[src/rtl/cpu_pkg.sv]
// Shared CPU definitions: opcode values, instruction field layout and the
// fetch sequencer state encoding, common to the fetch unit, ALU and store.
package cpu_pkg;

    localparam int FIELD_W    = 4;
    localparam int NUM_FIELDS = 4;

    // Nibble positions within the 16-bit instruction word
    localparam int OPCODE_LSB = 12;
    localparam int ADDR_A_LSB = 8;
    localparam int ADDR_B_LSB = 4;
    localparam int ADDR_D_LSB = 0;

    localparam logic [3:0] OP_ADD  = 4'd0;
    localparam logic [3:0] OP_SUB  = 4'd1;
    localparam logic [3:0] OP_AND  = 4'd2;
    localparam logic [3:0] OP_OR   = 4'd3;
    localparam logic [3:0] OP_MUL  = 4'd4;
    localparam logic [3:0] OP_DIV  = 4'd5;
    localparam logic [3:0] OP_HALT = 4'd15;

    typedef enum logic [2:0] {
        ST_IDLE   = 3'd0,
        ST_FETCH  = 3'd1,
        ST_DECODE = 3'd2,
        ST_ISSUE  = 3'd3,
        ST_WAIT   = 3'd4,
        ST_HALT   = 3'd5
    } fsm_state_t;

    function automatic logic is_alu_op(input logic [3:0] op);
        return (op <= OP_DIV);
    endfunction

    function automatic logic is_halt_op(input logic [3:0] op);
        return (op == OP_HALT);
    endfunction

endpackage

[src/rtl/instruction_decoder.sv]
// Combinational split of the instruction register into its four nibble
// fields, plus HALT / reserved / ALU classification of the opcode.
module instruction_decoder
    import cpu_pkg::*;
#(
    parameter int INSTR_WIDTH = 16
) (
    input  logic [INSTR_WIDTH-1:0] instr,
    output logic [3:0]             opcode,
    output logic [3:0]             addr_a,
    output logic [3:0]             addr_b,
    output logic [3:0]             addr_d,
    output logic                   is_halt,
    output logic                   is_reserved,
    output logic                   is_alu
);

    logic [FIELD_W-1:0] field [NUM_FIELDS];

    genvar gi;
    generate
        for (gi = 0; gi < NUM_FIELDS; gi++) begin : g_field
            assign field[gi] = instr[gi*FIELD_W +: FIELD_W];
        end
    endgenerate

    assign opcode = field[OPCODE_LSB / FIELD_W];
    assign addr_a = field[ADDR_A_LSB / FIELD_W];
    assign addr_b = field[ADDR_B_LSB / FIELD_W];
    assign addr_d = field[ADDR_D_LSB / FIELD_W];

    assign is_halt     = is_halt_op(opcode);
    assign is_alu      = is_alu_op(opcode);
    assign is_reserved = !is_halt && !is_alu;

endmodule

[src/rtl/instruction_fetch_unit.sv]
// Control front end: walks the program counter, latches and decodes each
// word, hands ALU operations over valid/ready and waits for completion.
module instruction_fetch_unit
    import cpu_pkg::*;
#(
    parameter int PC_WIDTH    = 4,
    parameter int INSTR_WIDTH = 16,
    parameter int LAST_ADDR   = 15
) (
    input  logic                   clk,
    input  logic                   rst_n,
    input  logic                   start,
    output logic [PC_WIDTH-1:0]    program_counter,
    input  logic [INSTR_WIDTH-1:0] instruction,
    output logic                   op_valid,
    input  logic                   op_ready,
    output logic [3:0]             opcode,
    output logic [3:0]             addr_a,
    output logic [3:0]             addr_b,
    output logic [3:0]             addr_d,
    input  logic                   alu_done,
    output logic                   illegal,
    output logic                   busy,
    output logic                   halted
);

    localparam logic [PC_WIDTH-1:0] LAST_PC = PC_WIDTH'(LAST_ADDR);

    fsm_state_t             state_reg, state_next;
    logic [PC_WIDTH-1:0]    pc_reg, pc_next;
    logic [INSTR_WIDTH-1:0] ir_reg, ir_next;
    logic [3:0]             opcode_reg, opcode_next;
    logic [3:0]             addr_a_reg, addr_a_next;
    logic [3:0]             addr_b_reg, addr_b_next;
    logic [3:0]             addr_d_reg, addr_d_next;

    logic [3:0] dec_opcode, dec_addr_a, dec_addr_b, dec_addr_d;
    logic       dec_is_halt, dec_is_reserved, dec_is_alu;

    instruction_decoder #(
        .INSTR_WIDTH (INSTR_WIDTH)
    ) u_decoder (
        .instr       (ir_reg),
        .opcode      (dec_opcode),
        .addr_a      (dec_addr_a),
        .addr_b      (dec_addr_b),
        .addr_d      (dec_addr_d),
        .is_halt     (dec_is_halt),
        .is_reserved (dec_is_reserved),
        .is_alu      (dec_is_alu)
    );

    always_ff @(posedge clk or negedge rst_n) begin
        if (!rst_n) begin
            state_reg  <= ST_IDLE;
            pc_reg     <= '0;
            ir_reg     <= '0;
            opcode_reg <= '0;
            addr_a_reg <= '0;
            addr_b_reg <= '0;
            addr_d_reg <= '0;
        end else begin
            state_reg  <= state_next;
            pc_reg     <= pc_next;
            ir_reg     <= ir_next;
            opcode_reg <= opcode_next;
            addr_a_reg <= addr_a_next;
            addr_b_reg <= addr_b_next;
            addr_d_reg <= addr_d_next;
        end
    end

    always_comb begin
        state_next  = state_reg;
        pc_next     = pc_reg;
        ir_next     = ir_reg;
        opcode_next = opcode_reg;
        addr_a_next = addr_a_reg;
        addr_b_next = addr_b_reg;
        addr_d_next = addr_d_reg;

        case (state_reg)
            ST_IDLE: begin
                if (start) begin
                    pc_next    = '0;
                    state_next = ST_FETCH;
                end
            end

            ST_FETCH: begin
                ir_next    = instruction;
                state_next = ST_DECODE;
            end

            ST_DECODE: begin
                opcode_next = dec_opcode;
                addr_a_next = dec_addr_a;
                addr_b_next = dec_addr_b;
                addr_d_next = dec_addr_d;
                if (dec_is_halt) begin
                    state_next = ST_HALT;
                end else if (dec_is_alu) begin
                    state_next = ST_ISSUE;
                end else if (pc_reg == LAST_PC) begin
                    state_next = ST_HALT;
                end else begin
                    pc_next    = pc_reg + PC_WIDTH'(1);
                    state_next = ST_FETCH;
                end
            end

            ST_ISSUE: begin
                if (op_ready) begin
                    state_next = ST_WAIT;
                end
            end

            // The program terminates at LAST_ADDR rather than wrapping to 0
            ST_WAIT: begin
                if (alu_done) begin
                    if (pc_reg == LAST_PC) begin
                        state_next = ST_HALT;
                    end else begin
                        pc_next    = pc_reg + PC_WIDTH'(1);
                        state_next = ST_FETCH;
                    end
                end
            end

            ST_HALT: begin
                if (start) begin
                    pc_next    = '0;
                    state_next = ST_FETCH;
                end
            end

            default: begin
                state_next = ST_IDLE;
            end
        endcase
    end

    assign program_counter = pc_reg;
    assign opcode          = opcode_reg;
    assign addr_a          = addr_a_reg;
    assign addr_b          = addr_b_reg;
    assign addr_d          = addr_d_reg;
    assign op_valid        = (state_reg == ST_ISSUE);
    assign illegal         = (state_reg == ST_DECODE) && dec_is_reserved;
    assign busy            = (state_reg != ST_IDLE) && (state_reg != ST_HALT);
    assign halted          = (state_reg == ST_HALT);

endmodule

[config.mk]
export PLATFORM = sky130hd
export DESIGN_NAME = instruction_fetch_unit
export DESIGN_NICKNAME = d
export VERILOG_FILES = /design/src/rtl/cpu_pkg.sv /design/src/rtl/instruction_decoder.sv /design/src/rtl/instruction_fetch_unit.sv
export SDC_FILE = /design/constraint.sdc
export NUM_CORES = 1
export LEC_CHECK = 0
export CORE_ASPECT_RATIO = 1.2
export CORE_MARGIN = 5
export CORE_UTILIZATION = 35
export CTS_BUF_LIST = sky130_fd_sc_hd__clkbuf_8
export DETAILED_ROUTE_END_ITERATION = 16
export SYNTH_ARGS = -nofsm -noshare
export SYNTH_HDL_FRONTEND = slang
export SYNTH_HIERARCHICAL = 1
export SYNTH_SLANG_ARGS = --single-unit
[constraint.sdc]
create_clock -name clk -period 5.15 [get_ports clk]
set_input_delay 1.545 -clock clk [delete_from_list [all_inputs] [get_ports clk]]
set_output_delay 1.545 -clock clk [all_outputs]
set_load 0.005 [all_outputs]
==> results.ini, run 1 <==
[run_status]
status = completed

[layout]
drive_above_1_share_pct = 26.92
mostFrequentLayoutCell = clkdlybuf4s50_1
largest_reg_flops = 16
design_area_um2 = 2330
fin_cells = 244
fin_nets = 203
antenna_cells = 0
multi_input_area_um2 = 693.2
synthToLayoutAreaGrowth_pct = 26.41
final_cell_mix = 43 x clkdlybuf4s50_1, 39 x dfrtp_1, 32 x mux2_2
regArea_um2 = 975.9
nFillCells = 488

[floorplan]
die_area_um2 = 6823
rows = 29
fp.dieH_um = 89.49
num_io_pins = 45
core_area_um2 = 5189
start_util_pct = 35.52
chipWidth_um = 76.25

[cts]
ctsResizeCount = 0
cts_tree = yes
cts_buffers = 5
clk_path_buf_depth = 2
post-cts-setup-buffers = 0
cts_root_buffer = clkbuf_8
htreeDepth = 2
cts_hold_buffers = 0
insertion_delay_ps = 280
cts.clk_slew.worst_paths_ps = 70
clkSinkCount = 39

[pwr]
cellLeakagePower_nw = 0.9623
p_comb_share_pct = 42.4
vdd_drop_max_uv = 294.7
p_int_mw = 1.001
clkPwrFrac_pct = 17.9
p_switching_uw = 434.8
power_density_nw_per_um2 = 616.3
switching_share_pct = 30.28
pwr-share-seq_pct = 39.7

[detailed_routing]
viasPerCell = 4.984
drt_iter0_markers = 47
vias = 1216
ant_nets = 0
drc = 0
wl_um = 3571
first_pass_iters = 4
routedWlPerCell_um = 14.64

[placed_design]
hpwl_um = 2598
place_congestion = 0.8822
place_area_um2 = 2212
portBuffers = 44
dp.cells = 236

[logic_synthesis]
synth_simple_gate_area_share_pct = 10.12
yosysTopAreaCellShare_pct = 52.95
synth_area_per_cell_um2 = 12.37
synth_fa_ha_area_share_pct = 0.6789
yosysWarnings = 6
synthesis.area_um2 = 1843
yosys.cell_types.count = 31
ys_top_cells_by_area = dfrtp_1 53%, mux2_2 20%, buf_4 7.7%, o21ai_0 1.6%, nand2_1 1.4%
yosys.area.top_type = dfrtp_1
synth_top_family_by_area = multiplexers
muxShareOfSynthArea_pct = 19.55
syn_nets = 171
yosys.area_share.xor_xnor_pct = 0.4752
synth_seq_area_share_pct = 52.95
synth_compound_area_share_pct = 6.789
ys_seq_elements = 39
synth_cells = 149

[critical_path]
cp_data_required_time_ps = 3610
worstPathMaxFanout = 11
max_stage_delay_ps = 500
crit_chain = nand2b_1, nor2_2, and2_1, clkdlybuf4s50_1
crit_type = reg2out
cp_slowest_cell = clkdlybuf4s50_1
critPathCaptureType = output port
start_kind = flip-flop
arrival_ps = 1830

[run]
maxCapViolCount = 0

[timing]
tns_ps = 0
final_max_slew_viol_count = 0
skew_ps = 4.874
rsz0062_at_grt = false
worst_slew_pin_slew_ps = 848.6
slew_headroom_pct = 43.42
setup_viol = 0
hold_violations = 0
post-route-period-util_pct = 65.53
min_period_ps = 3375
fmax_mhz = 296.3

[global_route]
grt_pass1_vias = 1316
globalRouteTotalUtil_pct = 11.38
grt_max_degree = 40
grt_pass1_wl_um = 6230
grt-ovfl-total = 0
antenna_found_initial = 0

[worst_hold_path]
worstHoldPathType = reg2reg

==> worst paths after layout <==
check,from,to,slack [ps],depth (start not counted)
worst min-delay path,ir_reg[2],ir_reg[2],510,1
worst min register to register,ir_reg[2],ir_reg[2],510,1
min in group asynchronous,rst_n,program_counter[0],1370,1
worst max register to register,state_reg[2],program_counter[2],3410,4
worst max-delay path,state_reg[2],illegal,1780,4
max in group asynchronous,rst_n,ir_reg[5],3250,1
==> power groups by stage <==
| stage | combinational (mW) | clock (mW) | sequential (mW) |
|---|---|---|---|
| after global routing | 0.669 | 0.282 | 0.596 |
| final | 0.609 | 0.257 | 0.570 |
| after CTS | 0.619 | 0.268 | 0.574 |
| after detailed placement | 0.616 | 0 | 0.579 |
| after floorplan | 0.465 | 0 | 0.544 |
| after global placement | 0.603 | 0 | 0.572 |
==> worst max-delay path, delay by kind of cell (launching register included) <==
kind,cells,cell delay [ps]
flip-flops,1,490
buffers and inverters,1,500
AND/OR/NAND/NOR,3,560
==> cell usage after synthesis <==
| cell type | number |
|---|---|
| a32o_1 | 1 |
| o22ai_1 | 1 |
| and4_4 | 1 |
| nand3_1 | 2 |
| xnor2_1 | 1 |
| and2_1 | 2 |
| or4b_4 | 1 |
| inv_1 | 4 |
| nand2b_1 | 2 |
| or4_1 | 1 |
| a211oi_2 | 1 |
| ha_1 | 1 |
| a221oi_1 | 1 |
| nor3_2 | 1 |
| nor2b_1 | 3 |
| nand3b_1 | 1 |
| nand2_1 | 7 |
| buf_4 | 19 |
| buf_2 | 1 |
| a21oi_1 | 4 |
| and3_1 | 3 |
| o21ai_0 | 6 |
| mux2_2 | 32 |
| nor2_2 | 2 |
| or2_1 | 1 |
| a31oi_1 | 2 |
| a32oi_1 | 2 |
| o211ai_1 | 1 |
| nor2_1 | 5 |
| dfrtp_1 | 39 |
| buf_6 | 1 |
==> cell families after synthesis <==
kind of cell / count (synthesis)
flip-flops: 39
multiplexers: 32
buffers and inverters: 25
AND/OR/NAND/NOR: 32
adder cells (fa/ha/maj): 1
AO/OA/AOI/OAI: 19
XOR/XNOR: 1
==> per-stage QoR <==
stage               setup slack (ps)  hold WS (ps)  power (mW)  util [%]
global placement                2195         484.2       1.175     42.63
finish                          1775         506.0       1.436     44.90
detailed placement              2096         491.6       1.195     42.63
floorplan                       2371         481.9       1.009         -
global route                    1693         523.6       1.546     44.90
CTS                             1781         510.8       1.461     44.90
==> per-layer routing <==
layer,wire (um),vias up,global-route usage (%)
met2,1706,57,19.39
met3,338,6,4.335
met1,1466,581,12.93
met4,60,0,4.769
li1,-,572,-
met5,0,-,0
==> layout make-up <==
class | instances | area share [%]
sequential | 39 | 41.89
multi-input combinational | 85 | 29.75
timing repair buffer | 46 | 19.33
clock buffer | 6 | 3.545
tap | 62 | 3.330
clock inverter | 2 | 1.504
inverter | 4 | 0.6445
Power figures use the tool's default switching activity.
==> run 2: changes to the inputs <==
Clock period 5.15 ns to 2.8 ns, I/O delays scaled along.
==> run 2 against run 1 <==
Combinational power up 84%. Flip-flop and latch count unchanged. Register-to-register slack worse by 2300 ps. Critical path type unchanged. Largest cell class unchanged.
==> results.ini, run 2 (synthesis gave the netlist of run 1 again) <==
[floorplan]
core_area_um2 = 5189
die_area_um2 = 6823
rows = 29
num_io_pins = 45
chipWidth_um = 76.25
fp.dieH_um = 89.49
start_util_pct = 35.52

[layout]
antenna_cells = 0
fin_nets = 203
drive_above_1_share_pct = 26.37
design_area_um2 = 2345
synthToLayoutAreaGrowth_pct = 27.22
largest_reg_flops = 16
final_cell_mix = 43 x clkdlybuf4s50_1, 39 x dfrtp_1, 32 x mux2_2
mostFrequentLayoutCell = clkdlybuf4s50_1

[critical_path]
start_kind = flip-flop
arrival_ps = 1780
r2r-start = state_reg[2]
reg2reg_depth = 4
cp_data_required_time_ps = 1960
r2r_setup_slack_ps = 1080
timing.rr.end = program_counter[2]
crit_type = reg2out
crit_start = state_reg[2]
worstPathMaxFanout = 11
critPathCaptureType = output port

[cts]
ctsResizeCount = 0
cts_root_buffer = clkbuf_8
cts.clk_slew.worst_paths_ps = 80
cts_tree = yes
cts_hold_buffers = 0
cts_buffers = 5
clk_path_buf_depth = 2
post-cts-setup-buffers = 0
htreeDepth = 2
clkSinkCount = 39
insertion_delay_ps = 280

[detailed_routing]
wl_um = 3594
viasPerCell = 5.094
vias = 1243
drc = 0
ant_nets = 0
drt_iter0_markers = 43
routedWlPerCell_um = 14.73
first_pass_iters = 4

[timing]
final_max_slew_viol_count = 0
whs_ps = 507.9
setup_viol = 0
fin_ws_ps = 176.8
slew_headroom_pct = 42.30
worst_slew_pin_slew_ps = 865.5
post-route-period-util_pct = 93.68
skew_ps = 5.332
min_period_ps = 2623
hold_violations = 0
rsz0062_at_grt = false
tns_ps = 0
fmax_mhz = 381.2

[placed_design]
hpwl_um = 2624
pre_cts_ws_ps = 481.2
place_area_um2 = 2212
portBuffers = 44
place_congestion = 0.9155

[worst_hold_path]
holdPathStages = 1
worstHoldPathType = reg2reg
hp-start = ir_reg[7]
hold_end = ir_reg[7]

[global_route]
grt_pass1_wl_um = 6244
globalRouteTotalUtil_pct = 11.29
antenna_found_initial = 0
grt-ovfl-total = 0
grt_max_degree = 40
grt_pass1_vias = 1333

[pwr]
power_mw = 2.706
cellLeakagePower_nw = 0.9706
vdd_drop_max_uv = 494.1
power_density_nw_per_um2 = 1154

[run_status]
status = completed

[run]
maxCapViolCount = 0

[run 2: how the worst max path moves through the flow]
stage / end / cells after the start
floorplan: illegal / 4
global placement: illegal / 4
detailed placement: illegal / 4
CTS: illegal / 4
global route: illegal / 4
finish: illegal / 4
[run 2: metrics by stage]
stage          cells  utilization, %
2_1_floorplan    149               -
3_3_place_gp     236           42.63
3_5_place_dp     236           42.63
4_1_cts          244           45.19
5_1_grt          244           45.19
6_report         244           45.19
[run 2: area by class of cell]
cell class	instances	area (um^2)
Timing Repair Buffer	46	450.4
Sequential cell	39	975.9
Clock buffer	5	68.82
Multi-Input combinational cell	85	693.2
Inverter	4	15.01
Clock inverter	3	63.81
Tap cell	62	77.57
Fill cell	492	2844
[run 2: power breakdown]
| group | internal [mW] | switching [mW] |
|---|---|---|
| Clock | 0.353 | 0.189 |
| Combinational | 0.710 | 0.410 |
| Sequential | 0.843 | 0.201 |
| Total | 1.91 | 0.800 |
[run 2: routing by layer]
metal | wire length (um) | global-route usage, %
met5 | 0 | 0
met4 | 51 | 5.087
met3 | 345 | 4.940
met2 | 1660 | 18.07
met1 | 1537 | 13.22
[run 2: critical path: stages, from the launching register on]
cell and delay (ps):
dfrtp_1 490, nand2b_1 240, nor2_2 130, and2_1 150, clkdlybuf4s50_1 490
==> run 3: changes to the inputs <==
Settings changed: CAP_MARGIN set to 5, DONT_BUFFER_PORTS set to 1.
==> run 3 against run 2 <==
Global-route usage rose by 0.060 points. Register-to-register slack got worse by 30 ps. Die area unchanged. Combinational power down 31%. Largest cell class unchanged.
==> results.ini, run 3 (synthesis gave the netlist of run 1 again) <==
[cts]
clkSinkCount = 39
cts.clk_slew.worst_paths_ps = 70
cts_hold_buffers = 0
insertion_delay_ps = 280
cts_buffers = 5
post-cts-setup-buffers = 0
cts_tree = yes
cts_root_buffer = clkbuf_8
htreeDepth = 2
ctsResizeCount = 0
clk_path_buf_depth = 2

[timing]
slew_headroom_pct = 67.09
tns_ps = 0
whs_ps = 246.7
skew_ps = 5.007
min_period_ps = 2150
final_max_slew_viol_count = 0
fmax_mhz = 465.2
post-route-period-util_pct = 76.77
worst_slew_pin_slew_ps = 488.5
setup_viol = 0
hold_violations = 0
fin_ws_ps = 650.3
rsz0062_at_grt = false

[floorplan]
fp.dieH_um = 89.49
core_area_um2 = 5189
rows = 29
start_util_pct = 35.52
chipWidth_um = 76.25
die_area_um2 = 6823
num_io_pins = 45

[global_route]
grt_pass1_vias = 1168
antenna_found_initial = 0
globalRouteTotalUtil_pct = 11.35
grt_max_degree = 40
grt_pass1_wl_um = 6072
grt-ovfl-total = 0

[critical_path]
cp_slowest_cell = dfrtp_1
crit_buf_inv = 0
r2r_setup_slack_ps = 1050
critPathCaptureType = output port
crit_type = reg2out
critPathTopFamily = simple AND/OR/NAND/NOR gates
max_stage_delay_ps = 490
arrival_ps = 1310
worstPathMaxFanout = 11
crit_chain = nand2b_1, nor2_2, and2_1
start_kind = flip-flop
cp_data_required_time_ps = 1960

[detailed_routing]
first_pass_iters = 4
wl_um = 3654
drc = 0
drt_iter0_markers = 24
ant_nets = 0
routedWlPerCell_um = 18.36
vias = 1093
viasPerCell = 5.492

[layout]
final_cell_mix = 39 x dfrtp_1, 32 x mux2_2, 7 x nand2_1
largest_reg_flops = 16
mostFrequentLayoutCell = dfrtp_1
fin_nets = 159
fin_util_pct = 36.29
multi_input_area_um2 = 693.2
fin_cells = 199
drive_above_1_share_pct = 34.31
design_area_um2 = 1883
antenna_cells = 0
synthToLayoutAreaGrowth_pct = 2.173
regArea_um2 = 975.9
nFillCells = 526

[pwr]
p_comb_share_pct = 33.3
clkPwrFrac_pct = 19.2
cellLeakagePower_nw = 0.7825
switching_share_pct = 33.49
p_switching_uw = 773.7
power_mw = 2.310
p_int_mw = 1.536
vdd_drop_max_uv = 421.0
power_density_nw_per_um2 = 1227
pwr-share-seq_pct = 47.6

[placed_design]
portBuffers = 0
pre_cts_ws_ps = 955.1
hpwl_um = 2756
dp.cells = 192
place_area_um2 = 1777
place_congestion = 0.8904

[run]
maxCapViolCount = 0

[run_status]
status = completed

[worst_hold_path]
worstHoldPathType = in2async

## run 3: changes by cell type in the layout (fill, tap and decap cells not counted), sizes merged
| cell | delta |
|---|---|
| clkdlybuf4s50 | -43 |
| buf | -1 |
| clkinvlp | +1 |
| inv | -1 |
| bufinv | -1 |
## run 3: path summary, 6_finish.rpt
check / start / cells after the start / end
worst min-delay path: rst_n / 0 / program_counter[2]
worst max-delay path: state_reg[2] / 3 / illegal
min in group clk: ir_reg[8] / 1 / ir_reg[8]
max in group asynchronous: rst_n / 0 / state_reg[1]
worst max register to register: state_reg[0] / 4 / program_counter[2]
worst min register to register: ir_reg[8] / 1 / ir_reg[8]
## run 3: layout make-up
type	instances	share of cell area, %
Sequential cell	39	51.83
Multi-Input combinational cell	85	36.81
Tap cell	62	4.120
Clock buffer	5	3.654
Clock inverter	2	1.993
Timing Repair Buffer	2	0.7973
Inverter	4	0.7973
## run 3: metal layers
layer  wire length, um  global-route usage (%)  part of all wire (%)
met1              1379                   12.26                    38
met5                 0                       0                     0
met3               376                   4.940                    10
met2              1799                   19.08                    49
met4                99                   5.882                   2.7
## run 3: power groups by stage
stage,clock (mW),combinational [mW],sequential (mW)
3_5_place_dp,0,0.777,1.12
5_1_grt,0.491,0.851,1.15
4_1_cts,0.463,0.778,1.11
2_1_floorplan,0,0.854,1.00
3_3_place_gp,0,0.725,1.10
6_report,0.443,0.769,1.10
